===== config.mk =====
export PLATFORM = sky130hd
export DESIGN_NAME = uart_receiver
export DESIGN_NICKNAME = d
export VERILOG_FILES = /design/src/rtl/uart_pkg.sv /design/src/rtl/uart_sync_2ff.sv /design/src/rtl/uart_receiver.sv
export SDC_FILE = /design/constraint.sdc
export NUM_CORES = 1
export LEC_CHECK = 0
export CAP_MARGIN = 40
export CORE_ASPECT_RATIO = 1.5
export CORE_MARGIN = 4
export CORE_UTILIZATION = 55
export CTS_BUF_LIST = sky130_fd_sc_hd__clkbuf_2 sky130_fd_sc_hd__clkbuf_4 sky130_fd_sc_hd__clkbuf_8
export DETAILED_ROUTE_END_ITERATION = 7
export GPL_TIMING_DRIVEN = 1
export PLACE_DENSITY = 0.83
export SLEW_MARGIN = 20
export SYNTH_ARGS = -nofsm -noshare
export SYNTH_HDL_FRONTEND = slang
export SYNTH_SLANG_ARGS = --single-unit

===== constraint.sdc =====
create_clock -name sys_clk -period 2.4 [get_ports sys_clk]
set_input_delay 0.24 -clock sys_clk [delete_from_list [all_inputs] [get_ports sys_clk]]
set_output_delay 0.24 -clock sys_clk [all_outputs]
set_load 0.05 [all_outputs]

===== src/rtl/uart_pkg.sv =====
// Shared definitions for the 8N1 UART receiver: FSM encoding, frame width, baud helper.
package uart_pkg;

  localparam int unsigned DATA_BITS = 8;
  localparam int unsigned BIT_IDX_W = $clog2(DATA_BITS);

  typedef enum logic [2:0] {
    StIdle,
    StStart,
    StData,
    StStop,
    StCleanup
  } uart_state_e;

  // Integer division: any fractional part of the bit period is dropped.
  function automatic int unsigned clks_per_bit(input int unsigned clk_freq,
                                               input int unsigned baud_rate);
    return clk_freq / baud_rate;
  endfunction

endpackage


===== src/rtl/uart_sync_2ff.sv =====
// Two-flop synchronizer for the asynchronous RX line; resets to the idle level (1).
module uart_sync_2ff (
  input  logic clk,
  input  logic rst,
  input  logic d,
  output logic q
);

  logic meta_q;

  always_ff @(posedge clk or posedge rst) begin
    if (rst) begin
      meta_q <= 1'b1;
      q      <= 1'b1;
    end else begin
      meta_q <= d;
      q      <= meta_q;
    end
  end

endmodule


===== src/rtl/uart_receiver.sv =====
// 8N1 UART receiver with centre-of-bit sampling and a one-cycle data_valid strobe.
// Define UART_RX_MAJORITY_EN to take each sample as a 2-of-3 vote around the bit centre.
module uart_receiver
  import uart_pkg::*;
#(
  parameter int unsigned CLK_FREQ  = 50_000_000,
  parameter int unsigned BAUD_RATE = 115200
) (
  input  logic                 sys_clk,
  input  logic                 rst,
  input  logic                 serial_data_in,
  output logic [DATA_BITS-1:0] parallel_data_out,
  output logic                 busy,
  output logic                 data_valid
);

  localparam int unsigned CLKS_PER_BIT = clks_per_bit(CLK_FREQ, BAUD_RATE);
  localparam int unsigned CNT_W        = (CLKS_PER_BIT > 1) ? $clog2(CLKS_PER_BIT) : 1;
`ifdef UART_RX_MAJORITY_EN
  localparam int unsigned SAMPLE_DELAY = 1;
`else
  localparam int unsigned SAMPLE_DELAY = 0;
`endif
  // The majority decision lands one clock after the centre; only the start wait absorbs it.
  localparam logic [CNT_W-1:0] START_LAST = CNT_W'(CLKS_PER_BIT / 2 - 1 + SAMPLE_DELAY);
  localparam logic [CNT_W-1:0] BIT_LAST   = CNT_W'(CLKS_PER_BIT - 1);
  localparam logic [BIT_IDX_W-1:0] IDX_LAST = BIT_IDX_W'(DATA_BITS - 1);

  uart_state_e state_q, state_d;
  logic [CNT_W-1:0]     cnt_q, cnt_d;
  logic [BIT_IDX_W-1:0] bit_idx_q, bit_idx_d;
  logic [DATA_BITS-1:0] shift_q, shift_d;
  logic [DATA_BITS-1:0] data_q, data_d;
  logic                 busy_q, busy_d;
  logic                 valid_q, valid_d;
  logic                 rx_sync;
  logic                 rx_sample;
  logic [SAMPLE_DELAY:0] rx_hist_q;

  uart_sync_2ff u_sync (
    .clk (sys_clk),
    .rst (rst),
    .d   (serial_data_in),
    .q   (rx_sync)
  );

`ifdef UART_RX_MAJORITY_EN
  assign rx_sample = (rx_sync & rx_hist_q[0]) | (rx_sync & rx_hist_q[1]) |
                     (rx_hist_q[0] & rx_hist_q[1]);
`else
  assign rx_sample = rx_sync;
`endif

  always_comb begin
    state_d   = state_q;
    cnt_d     = cnt_q;
    bit_idx_d = bit_idx_q;
    shift_d   = shift_q;
    data_d    = data_q;
    busy_d    = busy_q;
    valid_d   = 1'b0;
    unique case (state_q)
      StIdle: begin
        if (rx_hist_q[0] && !rx_sync) begin
          state_d = StStart;
          cnt_d   = '0;
          busy_d  = 1'b1;
        end
      end
      StStart: begin
        if (cnt_q == START_LAST) begin
          cnt_d = '0;
          if (!rx_sample) begin
            state_d   = StData;
            bit_idx_d = '0;
          end else begin
            state_d = StIdle;
            busy_d  = 1'b0;
          end
        end else begin
          cnt_d = cnt_q + CNT_W'(1);
        end
      end
      StData: begin
        if (cnt_q == BIT_LAST) begin
          cnt_d            = '0;
          shift_d[bit_idx_q] = rx_sample;
          if (bit_idx_q == IDX_LAST) begin
            state_d = StStop;
          end else begin
            bit_idx_d = bit_idx_q + BIT_IDX_W'(1);
          end
        end else begin
          cnt_d = cnt_q + CNT_W'(1);
        end
      end
      StStop: begin
        if (cnt_q == BIT_LAST) begin
          cnt_d   = '0;
          state_d = StCleanup;
          // A low stop bit is a framing error: the byte is dropped silently.
          if (rx_sample) begin
            data_d  = shift_q;
            valid_d = 1'b1;
          end
        end else begin
          cnt_d = cnt_q + CNT_W'(1);
        end
      end
      StCleanup: begin
        busy_d  = 1'b0;
        state_d = StIdle;
      end
      default: state_d = StIdle;
    endcase
  end

  always_ff @(posedge sys_clk or posedge rst) begin
    if (rst) begin
      state_q   <= StIdle;
      cnt_q     <= '0;
      bit_idx_q <= '0;
      shift_q   <= '0;
      data_q    <= '0;
      busy_q    <= 1'b0;
      valid_q   <= 1'b0;
      rx_hist_q <= '1;
    end else begin
      state_q   <= state_d;
      cnt_q     <= cnt_d;
      bit_idx_q <= bit_idx_d;
      shift_q   <= shift_d;
      data_q    <= data_d;
      busy_q    <= busy_d;
      valid_q   <= valid_d;
`ifdef UART_RX_MAJORITY_EN
      rx_hist_q <= {rx_hist_q[0], rx_sync};
`else
      rx_hist_q <= rx_sync;
`endif
    end
  end

  assign parallel_data_out = data_q;
  assign busy              = busy_q;
  assign data_valid        = valid_q;

endmodule


==> results of run 1 <==
## registers in the layout, summed over array words and instances (netlist names)
| signal | flops |
|---|---|
| bit_idx_q | 3 |
| data_valid | 1 |
| shift_q | 8 |
| state_q | 3 |
| u_sync.q | 1 |
| parallel_data_out | 8 |
| u_sync.meta_q | 1 |
| cnt_q | 9 |
| rx_hist_q | 1 |
| busy | 1 |
## kinds of logic after synthesis
kind of cell,Yosys count,share of synthesized area
AOI/OAI and AO/OA,35,0.145
muxes,17,0.106
and+or+nand+nor,53,0.187
adders and majority gates,5,0.0347
buffers and inverters,12,0.0257
DFF,36,0.502
## metrics by stage
| stage | total power [W] | utilization | instance area [µm²] | hold WS (ns) |
|---|---|---|---|---|
| 3_3_place_gp | 0.000867 | 0.636 | 2010 | 0.347 |
| 4_1_cts | 0.00130 | 0.664 | 2100 | 0.344 |
| 5_1_grt | 0.00135 | 0.664 | 2100 | 0.348 |
| 3_5_place_dp | 0.000878 | 0.636 | 2010 | 0.347 |
| 2_1_floorplan | 0.000820 | - | 1800 | 0.244 |
| 6_report | 0.00129 | 0.664 | 2100 | 0.340 |
## where the power goes
group	internal [W]	leakage (nW)	switching (W)
Sequential	0.000639	0.485	0.0000364
Clock	0.000202	0.0479	0.000215
Combinational	0.0000778	0.388	0.000116
## worst max path at each step
stage | from | to | slack, ns | depth (start not counted)
after global routing | cnt_q[2] | shift_q[5] | 0.21 | 4
after detailed placement | cnt_q[2] | shift_q[5] | 0.31 | 4
final | cnt_q[2] | bit_idx_q[0] | 0.29 | 4
after CTS | cnt_q[2] | bit_idx_q[0] | 0.29 | 4
after global placement | cnt_q[2] | shift_q[5] | 0.39 | 4
after floorplan | cnt_q[2] | parallel_data_out[0] | 0.42 | 3
## worst register-to-register path, delay by kind of cell, from the launching register on
kind,cells,cell delay [ns]
DFF,1,0.46
muxes,1,0.21
and+or+nand+nor,3,1.38
## cell usage in the layout, fill, tap and decap left out, drive strengths merged, types with 3 or more instances in the layout
master,Yosys,final
dfrtp,33,33
mux2,17,17
nand2,13,13
clkdlybuf4s50,0,12
nor2,9,9
inv,8,8
a21oi,7,7
buf,1,7
o21ai,6,6
ha,5,5
clkbuf,3,5
nand3,4,4
nand4b,4,4
nor4,4,4
nand2b,3,3
nand4,3,3
o22ai,3,3
dfstp,3,3
a2111oi,3,3
clkinv,0,3
## per-layer routing
layer | wire [µm] | share of wire | vias to the layer above
li1 | - | - | 637
met1 | 1380 | 0.38 | 679
met2 | 2040 | 0.56 | 31
met3 | 126 | 0.035 | 5
met4 | 72 | 0.020 | 0
met5 | 0 | 0 | -
## layout make-up
cell class | count | area [µm²]
fill | 253 | 1060
tap | 40 | 50.0
multi-input combinational | 110 | 852
clock inverter | 3 | 18.8
clock buffer | 5 | 68.8
timing repair buffer | 19 | 173
sequential | 36 | 905
inverter | 8 | 30.0
==> run metrics, run 1 <==
P&R area growth vs syn=16.3%; CP endpoint kind=flop; Final #Nets=188; fin. max-slew vios=0; Root Driver=clkbuf_8; Hold WC Path Type=primary input to asynchronous set/reset pin; Ports=13; Seq/Total Area, Yosys=0.502; met3 Use GR=0.0512; RR Endpoint=bit_idx_q[0]; Initial DRC Count=33; Avg Inst Size Synth=11.4 µm²; DIE AREA=4280 µm²; vias=1352; Synth area leaders=dfrtp_1 (46%), mux2_2 (11%), dfstp_2 (4.4%), ha_1 (3.5%), nand2_1 (2.7%); max-cap violation count=0; CP arrival=2.34 ns; status=finished clean; setup tns final=0 ns; Clock Tree Buf Depth=2; peak supply drop=0.000435 V; CTS tree=yes; Yosys top cell area share=0.458; Leak=0.921 nW; global-route wire length before repair=6100 µm; Required @ worst endpoint=2.63 ns; RSZ-0062 raised after global routing=no; top cells by count, synth=dfrtp_1 (33), mux2_2 (17), nand2_1 (13); Final min period=2.11 ns; Mapped Nets=166; dominant synthesized flop cell=dfrtp_1; Max Freq=474 MHz; setup bufs post-CTS=0; Post-Syn Area=1800 µm²; Critical Path Max Stage Delay=0.59 ns; Worst Reg-to-Reg Cells=4; Worst Max-Slew Pin Slew=0.506 ns; final hold vios=0; layout cells sized above 1=0.238; post-synth cell types=44; diodes inserted=0; top-count cell post-synth=dfrtp_1; largest net degree at the start of global routing=37; synthesized instance count=158; Post-Place Cells=213; wire length per cell=16.4 µm; Core Region=3160 µm²; H-tree lvl count=2; clk sinks=36; Slew HR=0.654; Cell Pwr Density=613 nW/µm²; slowest stage cell, crit path=or4b_4; number of flops mapped to enable cells by yosys=0; initial antenna violation count=0; ANT nets after route=0; Tcrit/Tclk final=0.880; DRT Wirelength=3630 µm; post-placement worst setup slack=0.312 ns; CP Buf/Inv Count=0; via/cell ratio=6.12; RePlAce Congestion=0.913; Non-Filler Instances=221; final setup vio count=0; Yosys reg bits=36; Synth area leader=dfrtp_1; Reg clk slew, reported paths=0.08 ns; grt total ovfl=0; DRC=0; ys async rst share=1.00; Initial Utilization=0.571; hold bufs inserted after CTS=0; r2r setup slk=0.29 ns; total of warnings raised by yosys=0; CP Launch Type=flop; IO Port Bufs=12; CTS Buf Count=5; Skew-Pair Late Insertion Delay=0.29 ns; Initial DRT Pass Iterations=4; Die Ht=78.1 µm; met1 Resource Use GR=0.200; CP top delay family=simple AND/OR/NAND/NOR gates; DP HPWL=2650 µm; Setup Skew=0.00875 ns; CP cell instances=or4b_4 -> nor3_2 -> nor3b_2 -> mux2_2; crit path max fanout=9; GRT Util Overall=0.196; CTS resizes=0; GR peak layer=met2; reg2reg start=cnt_q[2]; Die Wd=54.8 µm; PnR worst setup slack=0.289 ns; vias in the first global route=1383; routing usage on met2=0.351; kind of critical path=flop to flop; Rows=25
No activity file was read; power rests on OpenSTA's default activity.
==> run 2: changes to the inputs <==
ABC_AREA = 1   (was unset)
CTS_CLUSTER_DIAMETER = 200   (was unset)
clock period = 2.35 ns   (was 2.4 ns; I/O delays follow)
==> run 2 against run 1 <==
  * Synthesized area is 9.5% higher
  * Global-route usage down 0.88 points
  * Via count up 17%
  * Largest power group is now combinational logic
==> run metrics, run 2 <==
status=finished clean; Synth area leaders=dfrtp_1 (42%), nand2_1 (15%), nand3_1 (6.8%), nand4_1 (4.4%), inv_1 (4.4%); Top reg by flops=cnt_q; DRT Wirelength=3880 µm (+6.9%); dominant synthesized flop cell=dfrtp_1; CTS resizes=0 (unchanged); Synth Area in XOR/XNOR=0.00444 (+0.00444); Leak=1.18 nW (+29%); max-cap violation count=0 (unchanged); RSZ-0062 raised after global routing=no; largest net degree at the start of global routing=37 (unchanged); setup bufs post-CTS=0 (unchanged); post-synthesis simple-gate area fraction=0.392 (+0.206); commonest cells after routing, fill and taps aside=nand2_1 (79), dfrtp_1 (33), nand3_1 (27), inv_1 (23), nor2_1 (15); Post-Place Cells=295 (+38%); setup tns final=0 ns (unchanged); H-tree lvl count=2 (unchanged); clk sinks=36 (unchanged); Post-Syn Area=1970 µm² (+9.5%); crit path max fanout=2 (-7); synthesized instance count=244 (+54%); initial antenna violation count=0 (unchanged); grt total ovfl=0 (unchanged); Tcrit/Tclk final=0.721; P&R area growth vs syn=12.9%; via/cell ratio=5.23 (-14%); fin. max-slew vios=0 (unchanged); Skew-Pair Late Insertion Delay=0.28 ns (about the same); post-synthesis mux area share=0 (-0.106); reg2reg start=bit_idx_q[0]; CP arrival=1.46 ns (-0.88 ns); IO Port Bufs=12 (unchanged); slowest stage cell, crit path=clkdlybuf4s50_1; CP top delay family=buffers and inverters; Non-Filler Instances=303 (+37%); Seq/Total Area, Yosys=0.458 (-0.0436); Hold WC Path Type=primary input to asynchronous set/reset pin; Cell Pwr Density=1000 nW/µm² (+64%); Root Driver=clkbuf_8; Fill cells=299 (+18%); Worst Max-Slew Pin Slew=0.500 ns (-0.00687 ns); CP Launch Type=flop; layout cells sized above 1=0.149 (-0.0881); final hold vios=0 (unchanged); Setup Skew=0.00825 ns (-0.000501 ns); PnR worst setup slack=0.656 ns (+0.366 ns); met1 Resource Use GR=0.213 (+0.0121); Die Wd=56.9 µm (+4.0%); GRT Util Overall=0.187 (-0.00882); diodes inserted=0 (unchanged); crit path from=parallel_data_out[5]; Synth Area in Adders=0.0317 (-0.00301); Design Power=0.00224 W (+74%); met3 Use GR=0.0318 (-0.0194); Ports=13 (unchanged); hold bufs inserted after CTS=0 (unchanged); Yosys top cell area share=0.418 (-0.0398); Yosys reg bits=36 (unchanged); CTS Buf Count=5 (unchanged); total area of sequential cells=905 µm² (unchanged); Required @ worst endpoint=2.12 ns (-0.51 ns); final setup vio count=0 (unchanged); wire length per cell=12.8 µm (-22%); DP HPWL=2840 µm (+7.1%); Avg Inst Size Synth=8.09 µm² (-29%); number of flops mapped to enable cells by yosys=0 (unchanged); peak supply drop=0.000766 V (+76%); DRC=0 (unchanged); multi-input logic area=922 µm² (+8.2%); top cells by count, synth=nand2_1 (79), dfrtp_1 (33), nand3_1 (27); CTS tree=yes; Reg clk slew, reported paths=0.07 ns (about the same); main combinational cell family by area after synthesis=simple AND/OR/NAND/NOR gates; Synth area leader=dfrtp_1; Slew HR=0.666 (+0.0123); Min Hold Slack=0.356 ns (+0.0158 ns); ANT nets after route=0 (unchanged); total of warnings raised by yosys=0 (unchanged); Clock Tree Buf Depth=2 (unchanged); routing usage on met2=0.333 (-0.0178); global-route wire length before repair=6830 µm (+12%); DIE AREA=4630 µm² (+8.3%); max reg flops=9 (unchanged); ys async rst share=1.00 (unchanged); kind of critical path=flop to primary output; Synth Area in Compound Gates=0.0387 (-0.106); Initial Utilization=0.573 (+0.00188); post-placement worst setup slack=0.772 ns (+0.460 ns); Core Region=3450 µm² (+9.1%); CP endpoint kind=primary output; post-synth cell types=27 (-39%); CP Buf/Inv Count=1 (+1); top-count cell post-synth=nand2_1; Initial DRT Pass Iterations=4 (unchanged); Final #Nets=268 (+43%); vias=1585 (+17%); vias in the first global route=1552 (+12%); Initial DRC Count=59 (+79%); Max Freq=590 MHz; GR peak layer=met2; Die Ht=81.4 µm (+4.2%); Critical Path Max Stage Delay=0.81 ns (+0.22 ns); CP cell instances=clkdlybuf4s50_1; commonest non-fill, non-tap cell in the layout=nand2_1; Mapped Nets=252 (+52%); RePlAce Congestion=0.818 (-10%); Rows=26 (+4.0%); Final min period=1.69 ns
## run 2: cell types whose count changed in the layout (fill, tap and decap cells not counted), moves of 5 or more
| cell | delta |
|---|---|
| mux2_2 | -17 |
| nor2_1 | +6 |
| a21oi_1 | -5 |
| nand2_2 | +7 |
| nand4_1 | +11 |
| nand2_1 | +66 |
| buf_4 | -6 |
| nand3_1 | +23 |
| inv_1 | +15 |
## run 2: through the flow
| step | util | cell area (µm²) |
|---|---|---|
| 3_3_place_gp | 0.614 | 2120 |
| 5_1_grt | 0.647 | 2230 |
| 2_1_floorplan | - | 1970 |
| 6_report | 0.647 | 2230 |
| 4_1_cts | 0.647 | 2230 |
| 3_5_place_dp | 0.614 | 2120 |
## run 2: final timing paths
check / end / slack [ns] / depth (start not counted)
max in group asynchronous: rx_hist_q / 1.64 / 3
worst max-delay path: parallel_data_out[5] / 0.66 / 1
min in group sys_clk: u_sync.meta_q / 0.36 / 1
worst min register to register: u_sync.q / 0.36 / 0
worst min-delay path: parallel_data_out[3] / 0.36 / 3
worst max register to register: bit_idx_q[1] / 0.75 / 8
## run 2: metal layers
metal  share of wire  up-vias  wire [µm]
met1            0.43      741       1660
met2            0.53       23       2060
met5               0        -          0
met3           0.020        7         79
met4           0.020        0         78
li1                -      814          -
## run 2: area by class of cell
| type | instances | share of cell area |
|---|---|---|
| Inverter | 29 | 0.0499 |
| Tap cell | 42 | 0.0236 |
| Sequential cell | 36 | 0.406 |
| Multi-Input combinational cell | 175 | 0.414 |
| Clock buffer | 6 | 0.0342 |
| Clock inverter | 2 | 0.0157 |
| Timing Repair Buffer | 13 | 0.0572 |
## run 2: power by group
group | switching (W) | internal, W
registers | 0.000139 | 0.000710
clock network | 0.000214 | 0.000326
logic | 0.000586 | 0.000264
## run 2: cells by family (layout without fill, tap and decap cells)
kind of cell	after synthesis	count (layout)
flip-flops	36	36
adder cells (fa/ha/maj)	5	5
buffers and inverters	33	50
AND/OR/NAND/NOR	156	156
XOR/XNOR	1	1
AO/OA/AOI/OAI	13	13
